<file path="src/rtl/obsidian_wb_arbiter.sv">
// Write-back arbiter for the obsidian register file's single write port, plus
// a per-register busy scoreboard used by issue to detect pending writes.
module obsidian_wb_arbiter #(
    parameter int DW   = 32,
    parameter int AW   = 5,
    parameter int NREG = 32
) (
    input  logic          clk,
    input  logic          rst_n,
    input  logic          iss_valid,
    input  logic [AW-1:0] iss_rd,
    output logic          iss_ready,
    input  logic          alu_valid,
    input  logic [AW-1:0] alu_rd,
    input  logic [DW-1:0] alu_data,
    output logic          alu_ready,
    input  logic          ld_valid,
    input  logic [AW-1:0] ld_rd,
    input  logic [DW-1:0] ld_data,
    output logic          ld_ready,
    input  logic [AW-1:0] rm_control,
    input  logic [AW-1:0] rn_control,
    output logic          rm_busy,
    output logic          rn_busy,
    output logic [AW-1:0] rd_control,
    output logic [DW-1:0] rd_input,
    output logic [AW:0]   busy_count
);

    typedef enum logic {GNT_ALU = 1'b0, GNT_LD = 1'b1} gnt_e;

    logic [NREG-1:0] busy_q, busy_d;
    logic [AW:0]     busy_count_q, busy_count_d;
    logic [AW-1:0]   rd_control_q, rd_control_d;
    logic [DW-1:0]   rd_input_q, rd_input_d;
    gnt_e            last_gnt_q, last_gnt_d;

    logic            gnt_alu_s, gnt_ld_s, gnt_any_s;
    logic [AW-1:0]   wr_rd_s;
    logic [DW-1:0]   wr_data_s;
    logic            set_s, clr_s;

    // Round-robin grant: on contention the requester not granted last time wins.
    always_comb begin
        gnt_alu_s = alu_valid & (~ld_valid | (last_gnt_q == GNT_LD));
        gnt_ld_s  = ld_valid & (~alu_valid | (last_gnt_q == GNT_ALU));
        gnt_any_s = gnt_alu_s | gnt_ld_s;
        if (gnt_alu_s) begin
            wr_rd_s   = alu_rd;
            wr_data_s = alu_data;
        end else begin
            wr_rd_s   = ld_rd;
            wr_data_s = ld_data;
        end
    end

    // Scoreboard lookups; busy[0] is never set so r0 always reads as free.
    always_comb begin
        iss_ready = iss_valid & ~busy_q[iss_rd];
        rm_busy   = busy_q[rm_control];
        rn_busy   = busy_q[rn_control];
        alu_ready = gnt_alu_s;
        ld_ready  = gnt_ld_s;
    end

    // Next-state: a clear needs busy=1 and a set needs busy=0, so they never hit one register.
    always_comb begin
        set_s        = iss_ready & (iss_rd != {AW{1'b0}});
        clr_s        = gnt_any_s & (wr_rd_s != {AW{1'b0}}) & busy_q[wr_rd_s];
        busy_d       = busy_q;
        rd_control_d = rd_control_q;
        rd_input_d   = rd_input_q;
        last_gnt_d   = last_gnt_q;
        if (clr_s) begin
            busy_d[wr_rd_s] = 1'b0;
        end else begin
            busy_d = busy_d;
        end
        if (set_s) begin
            busy_d[iss_rd] = 1'b1;
        end else begin
            busy_d = busy_d;
        end
        busy_count_d = busy_count_q + {{AW{1'b0}}, set_s} - {{AW{1'b0}}, clr_s};
        if (gnt_any_s) begin
            last_gnt_d = gnt_alu_s ? GNT_ALU : GNT_LD;
            if (wr_rd_s == {AW{1'b0}}) begin
                rd_control_d = {AW{1'b0}};
                rd_input_d   = {DW{1'b0}};
            end else begin
                rd_control_d = wr_rd_s;
                rd_input_d   = wr_data_s;
            end
        end else begin
            last_gnt_d = last_gnt_q;
        end
    end

    // State registers; reset leaves last_gnt at LD so the ALU wins first.
    always_ff @(posedge clk or negedge rst_n) begin
        if (!rst_n) begin
            busy_q       <= {NREG{1'b0}};
            busy_count_q <= {(AW+1){1'b0}};
            rd_control_q <= {AW{1'b0}};
            rd_input_q   <= {DW{1'b0}};
            last_gnt_q   <= GNT_LD;
        end else begin
            busy_q       <= busy_d;
            busy_count_q <= busy_count_d;
            rd_control_q <= rd_control_d;
            rd_input_q   <= rd_input_d;
            last_gnt_q   <= last_gnt_d;
        end
    end

    assign rd_control = rd_control_q;
    assign rd_input   = rd_input_q;
    assign busy_count = busy_count_q;

endmodule

</file>
<file path="config.mk">
export PLATFORM = sky130hd
export DESIGN_NAME = obsidian_wb_arbiter
export DESIGN_NICKNAME = d
export VERILOG_FILES = /design/src/rtl/obsidian_wb_arbiter.sv
export SDC_FILE = /design/constraint.sdc
export NUM_CORES = 1
export LEC_CHECK = 0
export ABC_AREA = 1
export CAP_MARGIN = 10
export CELL_PAD_IN_SITES_DETAIL_PLACEMENT = 0
export CELL_PAD_IN_SITES_GLOBAL_PLACEMENT = 1
export CORE_ASPECT_RATIO = 1.25
export CORE_MARGIN = 5
export CORE_UTILIZATION = 37
export DETAILED_ROUTE_END_ITERATION = 12
export HOLD_SLACK_MARGIN = 0.05
export PLACE_DENSITY = 0.86
export SLEW_MARGIN = 20
export SYNTH_ARGS = -nofsm -noshare
export SYNTH_HDL_FRONTEND = slang
export SYNTH_SLANG_ARGS = --single-unit
</file>
<file path="constraint.sdc">
create_clock -name clk -period 6 [get_ports clk]
set_input_delay 1.2 -clock clk [delete_from_list [all_inputs] [get_ports clk]]
set_output_delay 1.2 -clock clk [all_outputs]
set_load 0.02 [all_outputs]
</file>
==> reports/metrics.json, run 1 <==
{
  "worst_r2r_startpoint": {"value": "last_gnt_q$_DFFE_PN1P_"},
  "post-place-cells": {"value": 1057},
  "worstSkewPairLatency": {"value": 0.34, "unit": "ns"},
  "crit_path_max_fanout": {"value": 9},
  "design.die.area": {"value": 17000, "unit": "um2"},
  "crit_path_end_kind": {"value": "output pin"},
  "largest_net_degree_at_the_start_of_global_routing": {"value": 77},
  "initial_antenna_violation_count": {"value": 0},
  "synth.distinct_cells": {"value": 29},
  "cp.buffers_inverters": {"value": 5},
  "timing.critical_path.max_delay_family": {"value": "buffers and inverters"},
  "replace_congestion": {"value": 0.901},
  "worstRegToRegCells": {"value": 20},
  "io-pin-count": {"value": 142},
  "synth_top_area_share": {"value": 35.0, "unit": "%"},
  "floorplan.initialDensity": {"value": 37.5, "unit": "%"},
  "critPathLaunchType": {"value": "input port"},
  "place_hpwl": {"value": 13700, "unit": "um"},
  "drv.max_cap_violation_count": {"value": 0},
  "route.antenna.remaining_nets": {"value": 0},
  "whs_path_depth": {"value": 0},
  "vias_per_cell": {"value": 5.33},
  "ctsResizeCount": {"value": 0},
  "port_buffers": {"value": 141},
  "antenna_cells_inserted": {"value": 0},
  "post_cts_buffers": {"value": 0},
  "synth.area.top_cells": {"value": "dfrtp_1 (35%), nand2_1 (13%), o21ai_0 (9.9%), nand3_1 (7.7%), mux2i_1 (6.0%)"},
  "placeableCoreArea": {"value": 14300, "unit": "um2"},
  "timing_max_transition_violations_final": {"value": 0},
  "cts-root-to-sink-buffers": {"value": 2},
  "clkSinkCount": {"value": 76},
  "worst-endpoint-required": {"value": 4.80, "unit": "ns"},
  "clkTransAtPathRegs": {"value": 0.06, "unit": "ns"},
  "cts_made_buffers": {"value": 9},
  "layout-drive-gt1-share": {"value": 4.70, "unit": "%"},
  "synthesis.area_per_instance": {"value": 6.97, "unit": "um2"},
  "worstMarginPinSlew": {"value": 0.820, "unit": "ns"},
  "drc": {"value": 0},
  "post-route-period-util": {"value": 82.8, "unit": "%"},
  "regArea": {"value": 1900, "unit": "um2"},
  "setup_slack_of_the_most_critical_reg_to_reg_path": {"value": 2.05, "unit": "ns"},
  "reg2reg_to": {"value": "busy_count[4]$_DFF_PN0_"},
  "rsz0062_at_grt": {"value": "no"},
  "drt_pre_antenna_iters": {"value": 5},
  "cts.htree.levels": {"value": 3},
  "grt_remaining_overflow": {"value": 0},
  "worst_ir_drop_vdd": {"value": 148, "unit": "uV"},
  "row_count": {"value": 49},
  "syn-num-nets": {"value": 871},
  "path_cells": {"value": "clkdlybuf4s50_1 -> nor2_1 -> buf_4 -> inv_1 -> o21ai_0 -> o21ai_0 -> nand2_1 -> nor2_1 -> nand3_1 -> inv_1 -> clkdlybuf4s50_1"},
  "ys_seq_elements": {"value": 76},
  "totalNegativeSetupSlack": {"value": 0, "unit": "ns"},
  "grt_first_pass_wirelength": {"value": 29600, "unit": "um"},
  "grt.total_usage": {"value": 21.6, "unit": "%"},
  "hold_violations": {"value": 0},
  "p_per_area": {"value": 358, "unit": "nW/um2"},
  "cpMaxStageDelayCell": {"value": "clkdlybuf4s50_1"},
  "detail_route.wirelength": {"value": 18200, "unit": "um"},
  "post_synth_design_cell_area": {"value": 5360, "unit": "um2"},
  "area_taken_by_multi_input_logic_gates": {"value": 2950, "unit": "um2"},
  "die_y": {"value": 145, "unit": "um"},
  "run_status": {"value": "finished clean"},
  "final_core_util": {"value": 50.6, "unit": "%"},
  "dr_iter_0_viols": {"value": 367},
  "finalPower": {"value": 2.59, "unit": "mW"},
  "synth_sequential_area_ratio": {"value": 35.5, "unit": "%"},
  "die_w": {"value": 118, "unit": "um"},
  "worstHoldStart": {"value": "busy_q[0]$_DFF_PN0_"},
  "commonest_non_fill_non_tap_cell_in_the_layout": {"value": "nand2_1"},
  "worst_hold_path_type": {"value": "reg2reg"},
  "clk_root_buffer_cell": {"value": "clkbuf_16"},
  "fillerInstances": {"value": 1455},
  "ys_warn_count": {"value": 0},
  "tritoncts": {"value": "done"},
  "syn-instance-count": {"value": 770},
  "syn2layout_area_growth": {"value": 34.7, "unit": "%"},
  "maxSlewHeadroom": {"value": 45.3, "unit": "%"},
  "finalHoldWorstSlack": {"value": 0.452, "unit": "ns"},
  "worst_clock_skew": {"value": 0.00467, "unit": "ns"},
  "p_leak": {"value": 3.35, "unit": "nW"},
  "dr_total_vias": {"value": 5717},
  "hold-path-endpoint": {"value": "busy_q[0]$_DFF_PN0_"},
  "critical-path-max-stage-delay": {"value": 0.65, "unit": "ns"},
  "post_layout_net_count": {"value": 991},
  "period_minus_slack": {"value": 4.97, "unit": "ns"},
  "drt-wirelength-per-cell": {"value": 17.0, "unit": "um"},
  "critical_path_cell_count": {"value": 11},
  "worst-endpoint-arrival": {"value": 3.77, "unit": "ns"},
  "max_freq": {"value": 0.201, "unit": "GHz"},
  "timing.final.setup_violations": {"value": 0},
  "cts_hold_buffers": {"value": 0},
  "crit_type": {"value": "in2out"},
  "grt_pass1_vias": {"value": 5646},
  "synth_largest_area_cell": {"value": "dfrtp_1"},
  "non_filler_instance_count_after_layout": {"value": 1072},
  "layout.cells.most_common_list": {"value": "nand2_1 (186), clkdlybuf4s50_1 (140), o21ai_0 (106)"}
}
## final cells by class
type / instances / area share (%)
Tap cell: 178 / 3.08
Clock buffer: 9 / 3.12
Sequential cell: 76 / 26.3
Clock inverter: 6 / 1.90
Inverter: 81 / 4.21
Multi-Input combinational cell: 571 / 40.8
Timing Repair Buffer: 151 / 20.6
## layer usage
metal | share of wire (%) | vias up | GRT usage (%)
li1 | - | 2836 | -
met1 | 40 | 2588 | 25.5
met2 | 47 | 260 | 36.8
met3 | 10 | 33 | 6.89
met4 | 2.7 | 0 | 8.70
met5 | 0 | - | 0
## sequential cells by signal, summed over array words and instances, names as in the netlist
name,cells
busy_count,6
rd_input,32
rd_control,5
last_gnt_q,1
busy_q,32
## stage by stage
step	area, um2	setup WS [ns]
6_report	7230	1.03
5_1_grt	7230	0.679
4_1_cts	7220	1.09
3_5_place_dp	6860	0.758
3_3_place_gp	6860	0.841
2_1_floorplan	5360	1.99
## worst max-delay path by stage
stage | from | end | slack (ns)
4_1_cts | iss_rd[1] | iss_ready | 1.09
3_3_place_gp | alu_valid | busy_count[4]$_DFF_PN0_ | 0.84
3_5_place_dp | alu_valid | busy_count[4]$_DFF_PN0_ | 0.76
5_1_grt | alu_valid | busy_count[5]$_DFF_PN0_ | 0.68
2_1_floorplan | alu_valid | busy_count[4]$_DFF_PN0_ | 1.99
6_report | iss_rd[1] | iss_ready | 1.03
## cell usage after synthesis, drive strengths merged
library cell	number
a21oi	40
a31oi	26
a32oi	1
buf	23
clkbuf	19
clkinv	1
dfrtp	75
dfstp	1
fa	1
ha	6
inv	80
mux2i	32
nand2	191
nand3	85
nand4	31
nor2	36
nor3	9
o211ai	1
o21ai	107
xor2	5
## cell families (layout without fill, tap and decap cells)
kind of cell,after synthesis,count (layout),synth area share (%)
adder cells (fa/ha/maj),7,7,1.77
flip-flops,76,76,35.5
AND/OR/NAND/NOR,352,352,29.3
buffers and inverters,123,247,9.59
XOR/XNOR,5,5,0.816
multiplexers,32,32,5.97
AO/OA/AOI/OAI,175,175,17.1
## where the power goes
part	switching [mW]	leakage, nW	internal, mW
clock	0.221	0.176	0.448
sequential	0.133	0.946	0.664
combinational	0.682	2.22	0.442
Note: power is estimated with default switching activity, not from simulation.
==> inputs of run 2 (changes only) <==
Settings changed: CORE_UTILIZATION 37 to 31, PLACE_DENSITY 0.86 to 0.77.
Clock period 6 ns to 4.47 ns, I/O delays scaled along.
==> run 2 against run 1 <==
  * Non-clock buffer count up 22
  * Final cell count grew 6.1%
  * Hold slack gained 0.015 ns
  * Cell area grew 2.8%
  * Power grew 29%
  * Die area up 18%
  * Via count grew 1.9%
  * Clock skew rose by 0.0030 ns
  * Combinational power is 31% higher
  * Critical path type unchanged
  * Critical endpoint is now rm_busy
  * Highest routed layer unchanged
==> reports/metrics.json, run 2 (synthesis gave the netlist of run 1 again) <==
{
  "cts-root-to-sink-buffers": {"value": 2, "change": "unchanged"},
  "worst_setup_path_startpoint": {"value": "rm_control[0]", "change": "was iss_rd[1]"},
  "maxSlewHeadroom": {"value": 43.9, "unit": "%", "change": "was 45.3%"},
  "largest_net_degree_at_the_start_of_global_routing": {"value": 51, "change": "was 77"},
  "post_layout_net_count": {"value": 1013, "change": "was 991"},
  "grt_first_pass_wirelength": {"value": 31300, "unit": "um", "change": "was 29600 um"},
  "finalPower": {"value": 3.33, "unit": "mW", "change": "was 2.59 mW"},
  "endpoint": {"value": "rm_busy", "change": "was iss_ready"},
  "worst_slack": {"value": 0.208, "unit": "ns", "change": "was 1.03 ns"},
  "dr_iter_0_viols": {"value": 332, "change": "was 367"},
  "placeableCoreArea": {"value": 16900, "unit": "um2", "change": "was 14300 um2"},
  "drc": {"value": 0, "change": "unchanged"},
  "antenna_cells_inserted": {"value": 0, "change": "unchanged"},
  "non_filler_instance_count_after_layout": {"value": 1137, "change": "was 1072"},
  "totalNegativeSetupSlack": {"value": 0, "unit": "ns", "change": "unchanged"},
  "clkSinkCount": {"value": 76, "change": "unchanged"},
  "worstRegToRegCells": {"value": 18, "change": "was 20"},
  "clk_root_buffer_cell": {"value": "clkbuf_16", "change": "unchanged"},
  "placement.cell_area": {"value": 7100, "unit": "um2", "change": "was 6860 um2"},
  "finalHoldWorstSlack": {"value": 0.467, "unit": "ns", "change": "was 0.452 ns"},
  "grt.total_usage": {"value": 19.5, "unit": "%", "change": "was 21.6%"},
  "die_y": {"value": 157, "unit": "um", "change": "was 145 um"},
  "p_leak": {"value": 3.44, "unit": "nW", "change": "was 3.35 nW"},
  "commonest_non_fill_non_tap_cell_in_the_layout": {"value": "nand2_1", "change": "unchanged"},
  "floorplan.initialDensity": {"value": 31.7, "unit": "%", "change": "was 37.5%"},
  "layout-drive-gt1-share": {"value": 7.09, "unit": "%", "change": "was 4.70%"},
  "period_minus_slack": {"value": 4.26, "unit": "ns"},
  "final_core_util": {"value": 43.9, "unit": "%", "change": "was 50.6%"},
  "hold_violations": {"value": 0, "change": "unchanged"},
  "place_hpwl": {"value": 14000, "unit": "um", "change": "was 13700 um"},
  "cts.htree.levels": {"value": 3, "change": "unchanged"},
  "setup_slack_of_the_most_critical_reg_to_reg_path": {"value": 1.19, "unit": "ns", "change": "was 2.05 ns"},
  "rsz0062_at_grt": {"value": "no", "change": "unchanged"},
  "critPathLaunchType": {"value": "input port", "change": "unchanged"},
  "max_freq": {"value": 0.235, "unit": "GHz"},
  "p_per_area": {"value": 448, "unit": "nW/um2", "change": "was 358 nW/um2"},
  "route.antenna.remaining_nets": {"value": 0, "change": "unchanged"},
  "crit_type": {"value": "in2out", "change": "unchanged"},
  "timing_max_transition_violations_final": {"value": 0, "change": "unchanged"},
  "ctsResizeCount": {"value": 0, "change": "unchanged"},
  "worstSkewPairLatency": {"value": 0.34, "unit": "ns", "change": "about the same"},
  "reg2reg_to": {"value": "busy_count[4]$_DFF_PN0_", "change": "unchanged"},
  "crit_path_end_kind": {"value": "output pin", "change": "unchanged"},
  "design_area": {"value": 7430, "unit": "um2", "change": "was 7230 um2"},
  "drv.max_cap_violation_count": {"value": 0, "change": "unchanged"},
  "drt-wirelength-per-cell": {"value": 16.9, "unit": "um", "change": "was 17.0 um"},
  "post-route-period-util": {"value": 95.3, "unit": "%"},
  "drt_pre_antenna_iters": {"value": 5, "change": "unchanged"},
  "worst-endpoint-required": {"value": 3.58, "unit": "ns", "change": "was 4.80 ns"},
  "detail_route.wirelength": {"value": 19200, "unit": "um", "change": "was 18200 um"},
  "design.die.area": {"value": 20100, "unit": "um2", "change": "was 17000 um2"},
  "clkTransAtPathRegs": {"value": 0.06, "unit": "ns", "change": "about the same"},
  "port_buffers": {"value": 141, "change": "unchanged"},
  "worstMarginPinSlew": {"value": 0.840, "unit": "ns", "change": "was 0.820 ns"},
  "layout.cells.most_common_list": {"value": "nand2_1 (186), clkdlybuf4s50_1 (140), o21ai_0 (106)", "change": "unchanged"},
  "worst_clock_skew": {"value": 0.00769, "unit": "ns", "change": "was 0.00467 ns"},
  "post-place-cells": {"value": 1121, "change": "was 1057"},
  "syn2layout_area_growth": {"value": 38.5, "unit": "%", "change": "was 34.7%"},
  "row_count": {"value": 53, "change": "was 49"},
  "worst-endpoint-arrival": {"value": 3.37, "unit": "ns", "change": "was 3.77 ns"},
  "crit_path_max_fanout": {"value": 26, "change": "was 9"},
  "die_w": {"value": 128, "unit": "um", "change": "was 118 um"},
  "worst_r2r_startpoint": {"value": "last_gnt_q$_DFFE_PN1P_", "change": "unchanged"},
  "replace_congestion": {"value": 0.897, "change": "was 0.901"},
  "worst_hold_path_type": {"value": "reg2reg", "change": "unchanged"},
  "grt_remaining_overflow": {"value": 0, "change": "unchanged"},
  "vias_per_cell": {"value": 5.12, "change": "was 5.33"},
  "cts_made_buffers": {"value": 9, "change": "unchanged"},
  "dr_total_vias": {"value": 5825, "change": "was 5717"},
  "io-pin-count": {"value": 142, "change": "unchanged"},
  "grt_pass1_vias": {"value": 5869, "change": "was 5646"},
  "worst_ir_drop_vdd": {"value": 157, "unit": "uV", "change": "was 148 uV"},
  "timing.final.setup_violations": {"value": 0, "change": "unchanged"},
  "initial_antenna_violation_count": {"value": 0, "change": "unchanged"},
  "cts_hold_buffers": {"value": 0, "change": "unchanged"},
  "post_cts_buffers": {"value": 0, "change": "unchanged"},
  "run_status": {"value": "finished clean", "change": "unchanged"},
  "tritoncts": {"value": "done", "change": "unchanged"},
  "dp_worst_setup_slack": {"value": 0.229, "unit": "ns", "change": "was 0.758 ns"}
}
run 2: changes by cell type in the layout (fill, tap and decap cells not counted), sizes merged:
cell and change:
buf +22, bufinv -2, inv +2, clkinvlp +1
run 2: final cells by class:
| cell class | count | area (um2) |
|---|---|---|
| Sequential cell | 76 | 1900 |
| Fill cell | 1795 | 9480 |
| Timing Repair Buffer | 173 | 1670 |
| Inverter | 81 | 304 |
| Clock inverter | 7 | 98.8 |
| Tap cell | 220 | 275 |
| Multi-Input combinational cell | 571 | 2950 |
| Clock buffer | 9 | 225 |
run 2: per-layer routing:
| metal | vias up | track usage (%) | part of all wire, % |
|---|---|---|---|
| met3 | 32 | 4.82 | 9.0 |
| li1 | 2880 | - | - |
| met5 | - | 0 | 0 |
| met2 | 248 | 33.7 | 48 |
| met1 | 2665 | 23.5 | 41 |
| met4 | 0 | 7.53 | 2.7 |
run 2: worst max-delay path, stage by stage:
cell             delay [ns]
clkdlybuf4s50_1        0.63
inv_1                  0.36
o21ai_0                0.26
a21oi_1                0.06
o21ai_0                0.23
nand3_1                0.11
a32oi_1                0.20
clkdlybuf4s50_1        0.63
run 2: power breakdown:
| part | internal, mW | switching (mW) | total (mW) |
|---|---|---|---|
| logic | 0.595 | 0.870 | 1.47 |
| registers | 0.878 | 0.173 | 1.05 |
| clock network | 0.493 | 0.317 | 0.811 |
| total | 1.97 | 1.36 | 3.33 |
run 2: how the worst min path moves through the flow:
stage / start / to / slack, ns / cells past startpoint
6_report: busy_q[0]$_DFF_PN0_ / busy_q[0]$_DFF_PN0_ / 0.47 / 0
3_3_place_gp: busy_q[0]$_DFF_PN0_ / busy_q[0]$_DFF_PN0_ / 0.46 / 0
5_1_grt: busy_q[0]$_DFF_PN0_ / busy_q[0]$_DFF_PN0_ / 0.49 / 0
3_5_place_dp: busy_q[0]$_DFF_PN0_ / busy_q[0]$_DFF_PN0_ / 0.44 / 0
2_1_floorplan: busy_q[19]$_DFF_PN0_ / busy_q[19]$_DFF_PN0_ / 0.45 / 2
4_1_cts: busy_q[0]$_DFF_PN0_ / busy_q[0]$_DFF_PN0_ / 0.46 / 0
==> inputs of run 3 (changes only) <==
Settings changed: CAP_MARGIN 10 to 30, CTS_CLUSTER_SIZE set to 14, SKIP_CTS_REPAIR_TIMING set to 1.
==> results of run 3 <==
No change in the layout: final DEF, timing and power equal those of run 2.
